[src/rtl/ring_deframer_pkg.sv]
// Shared constants and state encoding for the ring deframer
// and anything else that talks to the ring buffer's serial link.
package ring_deframer_pkg;

    localparam int         RD_WORD_W    = 8;
    localparam logic [7:0] RD_SYNC_WORD = 8'hA5;

    typedef enum logic [1:0] {
        RD_HUNT   = 2'd0,
        RD_VERIFY = 2'd1,
        RD_LOCKED = 2'd2
    } rd_state_e;

endpackage

[src/rtl/rd_sync_fifo.sv]
// Small synchronous FIFO; head word is read straight from storage,
// forced to zero while empty so idle outputs read clean.
module rd_sync_fifo #(
    parameter int WIDTH = 8,
    parameter int DEPTH = 4
) (
    input  logic             clock,
    input  logic             reset,
    input  logic             push,
    input  logic [WIDTH-1:0] push_data,
    input  logic             pop,
    output logic [WIDTH-1:0] head,
    output logic             empty,
    output logic             overflow
);

    localparam int AW = $clog2(DEPTH);
    localparam int CW = AW + 1;

    logic [WIDTH-1:0] mem [DEPTH];
    logic [AW-1:0]    wp;
    logic [AW-1:0]    rp;
    logic [CW-1:0]    cnt;
    logic             full;
    logic             do_pop;
    logic             do_push;
    logic             drop;

    assign full    = (cnt == CW'(DEPTH));
    assign empty   = (cnt == '0);
    assign do_pop  = pop && !empty;
    assign do_push = push && (!full || do_pop);
    assign drop    = push && full && !do_pop;
    assign head    = empty ? '0 : mem[rp];

    // storage write; a full FIFO popping this cycle frees the tail slot
    always_ff @(posedge clock) begin
        if (do_push) begin
            mem[wp] <= push_data;
        end
    end

    // pointers, occupancy and the drop pulse
    always_ff @(posedge clock) begin
        if (reset) begin
            wp       <= '0;
            rp       <= '0;
            cnt      <= '0;
            overflow <= 1'b0;
        end else begin
            overflow <= drop;
            if (do_push) begin
                wp <= wp + AW'(1);
            end
            if (do_pop) begin
                rp <= rp + AW'(1);
            end
            unique case ({do_push, do_pop})
                2'b10:   cnt <= cnt + CW'(1);
                2'b01:   cnt <= cnt - CW'(1);
                default: cnt <= cnt;
            endcase
        end
    end

endmodule

[src/rtl/ring_deframer.sv]
// Serial word assembler: hunts for the sync word, verifies and locks
// onto the frame, then queues data words toward the consumer.
module ring_deframer
    import ring_deframer_pkg::*;
#(
    parameter int                WORD_W      = RD_WORD_W,
    parameter logic [WORD_W-1:0] SYNC_WORD   = RD_SYNC_WORD,
    parameter int                FRAME_WORDS = 4,
    parameter int                LOCK_CNT    = 2,
    parameter int                MISS_MAX    = 2,
    parameter int                FIFO_DEPTH  = 4
) (
    input  logic              clock,
    input  logic              reset,
    input  logic              rxda,
    input  logic              outstrobe,
    output logic [WORD_W-1:0] word_data,
    output logic              word_valid,
    input  logic              word_ready,
    output logic              locked,
    output logic              frame_err,
    output logic              overflow
);

    localparam int BW = $clog2(WORD_W);
    localparam int CW = $clog2(FRAME_WORDS + 1);
    localparam int HW = $clog2(LOCK_CNT + 1);
    localparam int MW = $clog2(MISS_MAX + 1);

    rd_state_e         state_q, state_d;
    logic [WORD_W-1:0] sr_q, sr_d, sr_new;
    logic [BW-1:0]     bit_q, bit_d;
    logic [CW-1:0]     wcnt_q, wcnt_d;
    logic [HW-1:0]     hits_q, hits_d;
    logic [MW-1:0]     miss_q, miss_d;
    logic              ferr_q, ferr_d;
    logic              word_done;
    logic              sync_slot;
    logic              is_sync;
    logic              push;
    logic              fifo_empty;

    assign sr_new    = {sr_q[WORD_W-2:0], rxda};
    assign word_done = outstrobe && (bit_q == BW'(WORD_W - 1));
    assign sync_slot = (wcnt_q == CW'(FRAME_WORDS));
    assign is_sync   = (sr_new == SYNC_WORD);

    // state register and counters
    always_ff @(posedge clock) begin
        if (reset) begin
            state_q <= RD_HUNT;
            sr_q    <= '0;
            bit_q   <= '0;
            wcnt_q  <= '0;
            hits_q  <= '0;
            miss_q  <= '0;
            ferr_q  <= 1'b0;
        end else begin
            state_q <= state_d;
            sr_q    <= sr_d;
            bit_q   <= bit_d;
            wcnt_q  <= wcnt_d;
            hits_q  <= hits_d;
            miss_q  <= miss_d;
            ferr_q  <= ferr_d;
        end
    end

    // next state: hunt bit-by-bit, then judge each sync slot
    always_comb begin
        state_d = state_q;
        sr_d    = sr_q;
        bit_d   = bit_q;
        wcnt_d  = wcnt_q;
        hits_d  = hits_q;
        miss_d  = miss_q;
        ferr_d  = 1'b0;
        if (outstrobe) begin
            sr_d  = sr_new;
            bit_d = word_done ? '0 : bit_q + BW'(1);
        end
        unique case (state_q)
            RD_HUNT: begin
                if (outstrobe && is_sync) begin
                    state_d = RD_VERIFY;
                    bit_d   = '0;
                    wcnt_d  = '0;
                    hits_d  = HW'(1);
                end
            end
            RD_VERIFY: begin
                if (word_done && !sync_slot) begin
                    wcnt_d = wcnt_q + CW'(1);
                end else if (word_done) begin
                    wcnt_d = '0;
                    if (is_sync) begin
                        hits_d = hits_q + HW'(1);
                        if (hits_q == HW'(LOCK_CNT - 1)) begin
                            state_d = RD_LOCKED;
                            miss_d  = '0;
                        end
                    end else begin
                        ferr_d  = 1'b1;
                        state_d = RD_HUNT;
                    end
                end
            end
            RD_LOCKED: begin
                if (word_done && !sync_slot) begin
                    wcnt_d = wcnt_q + CW'(1);
                end else if (word_done) begin
                    wcnt_d = '0;
                    if (is_sync) begin
                        miss_d = '0;
                    end else begin
                        ferr_d = 1'b1;
                        miss_d = miss_q + MW'(1);
                        if (miss_q == MW'(MISS_MAX - 1)) begin
                            state_d = RD_HUNT;
                        end
                    end
                end
            end
            default: state_d = RD_HUNT;
        endcase
    end

    // outputs: data-slot words go to the FIFO only while locked
    always_comb begin
        push      = (state_q == RD_LOCKED) && word_done && !sync_slot;
        locked    = (state_q == RD_LOCKED);
        frame_err = ferr_q;
    end

    assign word_valid = !fifo_empty;

    rd_sync_fifo #(
        .WIDTH(WORD_W),
        .DEPTH(FIFO_DEPTH)
    ) u_fifo (
        .clock    (clock),
        .reset    (reset),
        .push     (push),
        .push_data(sr_new),
        .pop      (word_ready),
        .head     (word_data),
        .empty    (fifo_empty),
        .overflow (overflow)
    );

endmodule

[config.mk]
export PLATFORM = sky130hd
export DESIGN_NAME = ring_deframer
export DESIGN_NICKNAME = d
export VERILOG_FILES = /design/src/rtl/ring_deframer_pkg.sv /design/src/rtl/rd_sync_fifo.sv /design/src/rtl/ring_deframer.sv
export SDC_FILE = /design/constraint.sdc
export NUM_CORES = 1
export LEC_CHECK = 0
export CAP_MARGIN = 20
export CORE_MARGIN = 5
export CORE_UTILIZATION = 40
export DETAILED_ROUTE_END_ITERATION = 6
export PLACE_DENSITY = 0.65
export SYNTH_ARGS = -nofsm -noshare
export SYNTH_HDL_FRONTEND = slang
export SYNTH_SLANG_ARGS = --single-unit
[constraint.sdc]
create_clock -name clock -period 2.53 [get_ports clock]
set_input_delay 0.3795 -clock clock [delete_from_list [all_inputs] [get_ports clock]]
set_output_delay 0.3795 -clock clock [all_outputs]
set_load 0.02 [all_outputs]
==> After elaboration in Yosys (flattened, before gate mapping) <==
Memory sizes are Yosys's and may differ from the RTL's. A register that Yosys moved wholly into a read port is not among the register bits.
Index checks and enable logic that the tools add are counted.
W data, S select, Z words.
{ "op_classes": {"addsub": 8, "n_mul": 0, "n_div": 0, "n_lt_le_gt_ge": 0, "eq_ne": 21, "n_shift": 0, "mux": 37, "n_bitwise": 2, "n_reduce_logical": 26} }
{ "ops": {"columns": ["op", "n"], "rows": [
  ["$mux W2", 21],
  ["$mux W3", 7],
  ["$ne A2 B2 Y1 const B", 7],
  ["$pmux W3 S2", 2],
  ["$add A3 B1 Y3 const B", 3],
  ["$eq A3 B3 Y1 const B", 3],
  ["$logic_and A1 B1 Y1", 9],
  ["$add A2 B1 Y2 const B", 4],
  ["$eq A2 B1 Y1 const B", 4],
  ["$eq A8 B8 Y1 const B", 1],
  ["$mux W8", 1],
  ["$pmux W2 S2", 2],
  ["$reduce_and A8 Y1", 1],
  ["$reduce_bool A2 Y1", 4],
  ["$reduce_and A7 Y1", 1],
  ["$pmux W2 S3", 1],
  ["$reduce_and A5 Y1", 1],
  ["$eq A2 B2 Y1 const B", 2],
  ["$logic_not A1 Y1", 4],
  ["$ne A2 B1 Y1 const B", 2],
  ["$reduce_or A4 Y1", 1],
  ["$logic_not A3 Y1", 1],
  ["$mux W1", 3],
  ["$ne A3 B1 Y1 const B", 1],
  ["other kinds (7)", 8]
]} }
{ "totals": {"ff_bits": 28, "latch_bits": 0, "ramBits": 32, "mem_bits_ro": 0, "inputBits": 5, "word_cells": 106, "mem_count": 1} }
{ "memory_table": {"columns": ["memory", "words", "word_bits", "read_ports", "rd_ports_with_merged_regs", "wr", "line", "source"], "rows": [
  ["u_fifo.mem", 4, 8, 1, 1, 1, "rd_sync_fifo.sv:20", "logic [WIDTH-1:0] mem [DEPTH];"]
]} }

==> Logic depth before layout (Yosys ltp) <==
{ "logic_depth": {"ltp_word": 7, "mapped_depth": 9} }

==> Cells and area by module <==
From an unflattened synthesis, not the netlist that was laid out.
{ "unflattened": {"cells_unflattened": 244, "hier_area_um2": 2911.5} }
{ "by_module_without_submodules": {"columns": ["mod", "instances", "cells_per_inst", "area_each_um2", "seq_area_each_um2"], "rows": [
  ["rd_sync_fifo", 1, 107, 1712.9, 1161.1],
  ["ring_deframer", 1, 137, 1198.6, 400.4]
]} }

==> Worst setup path before layout <==
OpenSTA, ideal clock, no wires.
{ "synth_path": {"path_kind": "register to register", "startpoint": "register state_q[0]", "endpoint": "register u_fifo.cnt[2]", "arrival_time_ns": 2.233, "path_slack_ns": 0.164, "path_stages_with_launch": 10, "path_buffers": 0, "period_less_slack_ns": 2.366, "path_cell_list": "dfxtp_1 -> inv_1 -> ha_1 -> and3_1 -> nand2_2 -> nand3_1 -> fa_1 -> or3_1 -> a32oi_1 -> a21oi_1"} }
{ "synth_via": {"elab_chain_cells": 6, "elab_cells_between_ends": 8, "classes_between": "eq/ne: 3; mux: 1; reduce/logical: 4"} }
{ "synth_rtl": {"columns": ["item", "line", "source"], "rows": [
  ["from (decl)", "ring_deframer.sv:30", "rd_state_e state_q, state_d;"],
  ["from (signal assigned)", "ring_deframer.sv:59", "state_q <= state_d;"],
  ["$eq A2 B2 Y1 *", null, null],
  ["via locked", "ring_deframer.sv:20", "output logic locked,"],
  ["$logic_and A1 B1 Y1 * (2 in series)", "ring_deframer.sv:130", "push = (state_q == RD_LOCKED) && word_done && !sync_slot;"],
  ["$logic_and A1 B1 Y1 *", "rd_sync_fifo.sv:32", "assign do_push = push && (!full || do_pop);"],
  ["$eq A2 B1 Y1 or $eq A2 B2 Y1 (tied branches)", "rd_sync_fifo.sv:58", "unique case ({do_push, do_pop})"],
  ["$pmux W3 S2 or $reduce_bool A2 Y1 (tied branches)", null, null],
  ["to (signal assigned)", "rd_sync_fifo.sv:59", "2'b10: cnt <= cnt + CW'(1);"],
  ["to (signal assigned)", "rd_sync_fifo.sv:60", "2'b01: cnt <= cnt - CW'(1);"],
  ["to (signal assigned)", "rd_sync_fifo.sv:61", "default: cnt <= cnt;"],
  ["to (decl)", "rd_sync_fifo.sv:23", "logic [CW-1:0] cnt;"]
]} }
Mark *: on every way through the listed nets, which the timed path passes. The rest lies on a longest branch.
A chain may end at the register's enable or synchronous reset.

==> Worst setup path in the final report <==
{ "layout_path": {"startpoint": "register bit_q[0]", "endpoint": "register u_fifo.cnt[2]"} }
{ "layout_via": {"elab_chain_cells": 7, "elab_cells_between_ends": 9, "classes_between": "eq/ne: 3; mux: 1; reduce/logical: 5"} }
{ "layout_rtl": {"columns": ["item", "line", "source"], "rows": [
  ["from (decl)", "ring_deframer.sv:32", "logic [BW-1:0] bit_q, bit_d;"],
  ["from (signal assigned)", "ring_deframer.sv:61", "bit_q <= bit_d;"],
  ["$eq A3 B3 Y1 *", "ring_deframer.sv:44", "assign word_done = outstrobe && (bit_q == BW'(WORD_W - 1));"],
  ["$logic_and A1 B1 Y1 *", "ring_deframer.sv:44", null],
  ["$logic_and A1 B1 Y1 * (2 in series)", "ring_deframer.sv:130", null],
  ["$logic_and A1 B1 Y1 *", "rd_sync_fifo.sv:32", null],
  ["$eq A2 B1 Y1 or $eq A2 B2 Y1 (tied branches)", "rd_sync_fifo.sv:58", null],
  ["$pmux W3 S2 or $reduce_bool A2 Y1 (tied branches)", null, null]
]} }
Every way passes the cells marked *; elsewhere a longest branch is shown, timed or not.

==> out/metrics.json <==
{
  "max_clock_freq_mhz": 421,
  "dp_hpwl_mm": 3.50,
  "switching_share_pct": 22.3,
  "mappedNetlistNets": 254,
  "tritoncts.num_buffers": 9,
  "ir_worst_vdd_v": 0.000227,
  "hp-class": "reg -> reg",
  "final_core_utilization_pct": 47.9,
  "critical_path_source_type": "register",
  "hold_path_end": "bit_q[1]",
  "report.final.hold_viol_count": 0,
  "antenna_cells_inserted": 0,
  "data_required_time_at_the_worst_endpoint_ns": 2.74,
  "run_status": "completed",
  "avgRoutedWirePerCell_um": 13.5,
  "core_area_um2": 7140,
  "totalWireLength_mm": 4.94,
  "htreeDepth": 3,
  "globalRoute.totalOverflow": 0,
  "worstSetupEndpointType": "register",
  "synth_top_cells_by_area": "edfxtp_1, dfxtp_1, mux4_2",
  "hold_depth": 2,
  "synth_enable_flop_cells": 32,
  "period_share_pct": 94.0,
  "synth_area_per_cell_um2": 12.3,
  "grt_setup_unrepaired": "no",
  "worstSetupPathType": "reg -> reg",
  "setup.reg_to_reg.worst_slack_ns": 0.15,
  "timing.critical_path.arrival_ns": 2.59,
  "r2r_start": "bit_q[0]",
  "chipWidth_um": 94.9,
  "max-clock-path-buffers": 2,
  "post_synth_most_frequent_cells": "edfxtp_1, dfxtp_1, nor2_1",
  "netlist.area_leader.share_pct": 33.3,
  "clkTransAtPathRegs_ns": 0.08,
  "boundary_pins": 17,
  "core_rows": 31,
  "p_comb_share_pct": 3.8,
  "post_cts_resized": 0,
  "antenna_found_initial": 0,
  "cts_setup_buffers": 0,
  "synth_sequential_area_ratio_pct": 54.1,
  "timing.final.max_slew_violations": 0,
  "die_height_um": 94.9,
  "postSynth.asyncResetShare_pct": 0,
  "reg2regPathDepth": 9,
  "maximum_number_of_pins_on_one_net_before_global_route_repair": 29,
  "areaGrowthSynthToFinish_pct": 18.5,
  "synthesis_stage_register_bit_count": 62,
  "cts.sink_count": 62,
  "drv.max_cap_violation_count": 0,
  "finalSetupTns_ns": 0,
  "clk_latency_ns": 0.33,
  "post-synth-top-count-cell": "edfxtp_1",
  "gr-usage-all-layers_pct": 12.4,
  "yosys_warnings": 0,
  "pwr_density_cell_nw_per_um2": 583,
  "synthesis.instances": 234,
  "grt_first_pass_wirelength_mm": 8.42,
  "grt_pass1_vias": 1740,
  "place.port_buffers": 16,
  "dr.pass1.iters": 4,
  "post_synth_instance_area_um2": 2880,
  "timing.final.setup_violations": 0,
  "number_of_vias_per_cell_after_detailed_routing": 4.83,
  "ctsRootBufferMaster": "clkbuf_8",
  "finalCriticalPeriod_ns": 2.38,
  "timing_worst_slew_pin_value_ns": 0.440,
  "skew_ns": 0.00895,
  "endpoint_of_the_most_critical_register_to_register_path": "u_fifo.cnt[2]",
  "cell_type_with_the_highest_aggregate_area_in_the_netlist": "edfxtp_1",
  "worstPathMaxFanout": 5,
  "share_seq_of_total_power_pct": 53.4,
  "drtAntennaViolNets": 0,
  "route.vias.total": 1763,
  "clock_power_share_pct": 42.7,
  "power.net_switching_mw": 0.445,
  "slew_headroom_pct": 70.7,
  "count_of_routing_violations_after_the_opening_detailed_route_iteration": 114,
  "floorplan.die_area_um2": 9010,
  "postCtsHoldBufs": 0,
  "cellLeakagePower_nw": 1.32,
  "fillers": 654,
  "overall_power_after_layout_mw": 1.99,
  "power.internal_mw": 1.55,
  "tritoncts_clock_tree": "built",
  "drive_above_1_share_pct": 16.9,
  "initial_utilization_pct": 40.4,
  "fin_nets": 281,
  "synth_flop_cell": "edfxtp_1",
  "hold_path_startpoint": "bit_q[1]",
  "drc": 0,
  "yosysUniqueCellTypes": 46,
  "finalWeightedCongestion": 0.844
}
[worst max-delay path: stages (launching register included)]
cell and delay (ns):
dfxtp_1 0.32, ha_1 0.20, ha_1 0.24, and3_1 0.23, nand2_2 0.11, nand3_1 0.10, fa_1 0.42, or3_1 0.38
a32oi_1 0.19, a21oi_1 0.08
[cells by family after synthesis]
kind of cell	count (synthesis)	share of synthesized area (%)
and+or+nand+nor	79	16.1
DFF	62	54.1
AOI/OAI and AO/OA	28	7.55
buffers and inverters	25	3.51
muxes	20	10.4
adders and majority gates	15	6.77
xor gates and xnor gates	5	1.52
[power groups by stage]
stage | combinational [mW] | sequential (mW) | clock (mW)
6_report | 0.0766 | 1.06 | 0.851
5_1_grt | 0.0862 | 1.06 | 0.926
4_1_cts | 0.0774 | 1.06 | 0.880
3_5_place_dp | 0.0772 | 1.09 | 0
3_3_place_gp | 0.0761 | 1.09 | 0
2_1_floorplan | 0.0570 | 1.08 | 0
[how the worst max path moves through the flow]
stage	startpoint	endpoint	slack, ns	depth (start not counted)
final	bit_q[0]	u_fifo.cnt[2]	0.15	9
after global routing	bit_q[0]	u_fifo.cnt[2]	0.02	9
after CTS	register	word_data[3]	0.04	4
after detailed placement	outstrobe	u_fifo.cnt[2]	0.14	8
after global placement	outstrobe	u_fifo.cnt[2]	0.17	8
after floorplan	state_q[0]	u_fifo.cnt[2]	0.16	9
[registers in the layout, indices dropped and copies added, names as in the netlist, named ones only]
name             cells
miss_q               2
u_fifo.overflow      1
u_fifo.cnt           3
frame_err            1
bit_q                3
u_fifo.mem          32
hits_q               2
wcnt_q               3
state_q              2
sr_q                 7
u_fifo.rp            2
u_fifo.wp            2
[cell usage in the layout (no fill, tap or decap), drive strengths merged, types with 5 or more instances in the layout]
cell type / Yosys / layout
inv: 14 / 15
dfxtp: 30 / 30
mux2i: 12 / 12
mux4: 8 / 8
nand4: 5 / 5
nor2: 20 / 20
nand3: 7 / 7
nand2: 10 / 10
dlymetal6s2s: 0 / 8
ha: 14 / 14
and2: 13 / 13
clkdlybuf4s50: 0 / 8
nand2b: 6 / 6
clkbuf: 5 / 9
edfxtp: 32 / 32
buf: 6 / 11
a21oi: 11 / 11
[layer usage]
metal	vias to the layer above	wire length, um	track usage (%)
met3	2	170	3.35
met2	27	2470	19.6
met5	-	0	0
li1	894	-	-
met4	0	38	6.13
met1	840	2260	15.6
[metrics by stage]
stage | hold slack, ns | instances | cell area, um2 | worst slack [ns]
final | 0.476 | 365 | 3420 | 0.153
after global routing | 0.503 | 365 | 3420 | 0.0216
after CTS | 0.479 | 365 | 3400 | 0.0412
after detailed placement | 0.469 | 349 | 3200 | 0.141
after global placement | 0.460 | 349 | 3200 | 0.169
after floorplan | 0.449 | 234 | 2880 | 0.164
[cell type report]
cell class,count,area (um2),area share (%)
flip-flops and latches,62,1560,45.7
well taps,99,124,3.62
repair buffers,27,263,7.69
clock inverters,7,72.6,2.12
inverters,14,52.6,1.54
multi-input cells,147,1220,35.7
clock buffers,9,124,3.62
(Power assumes the default switching activity.)
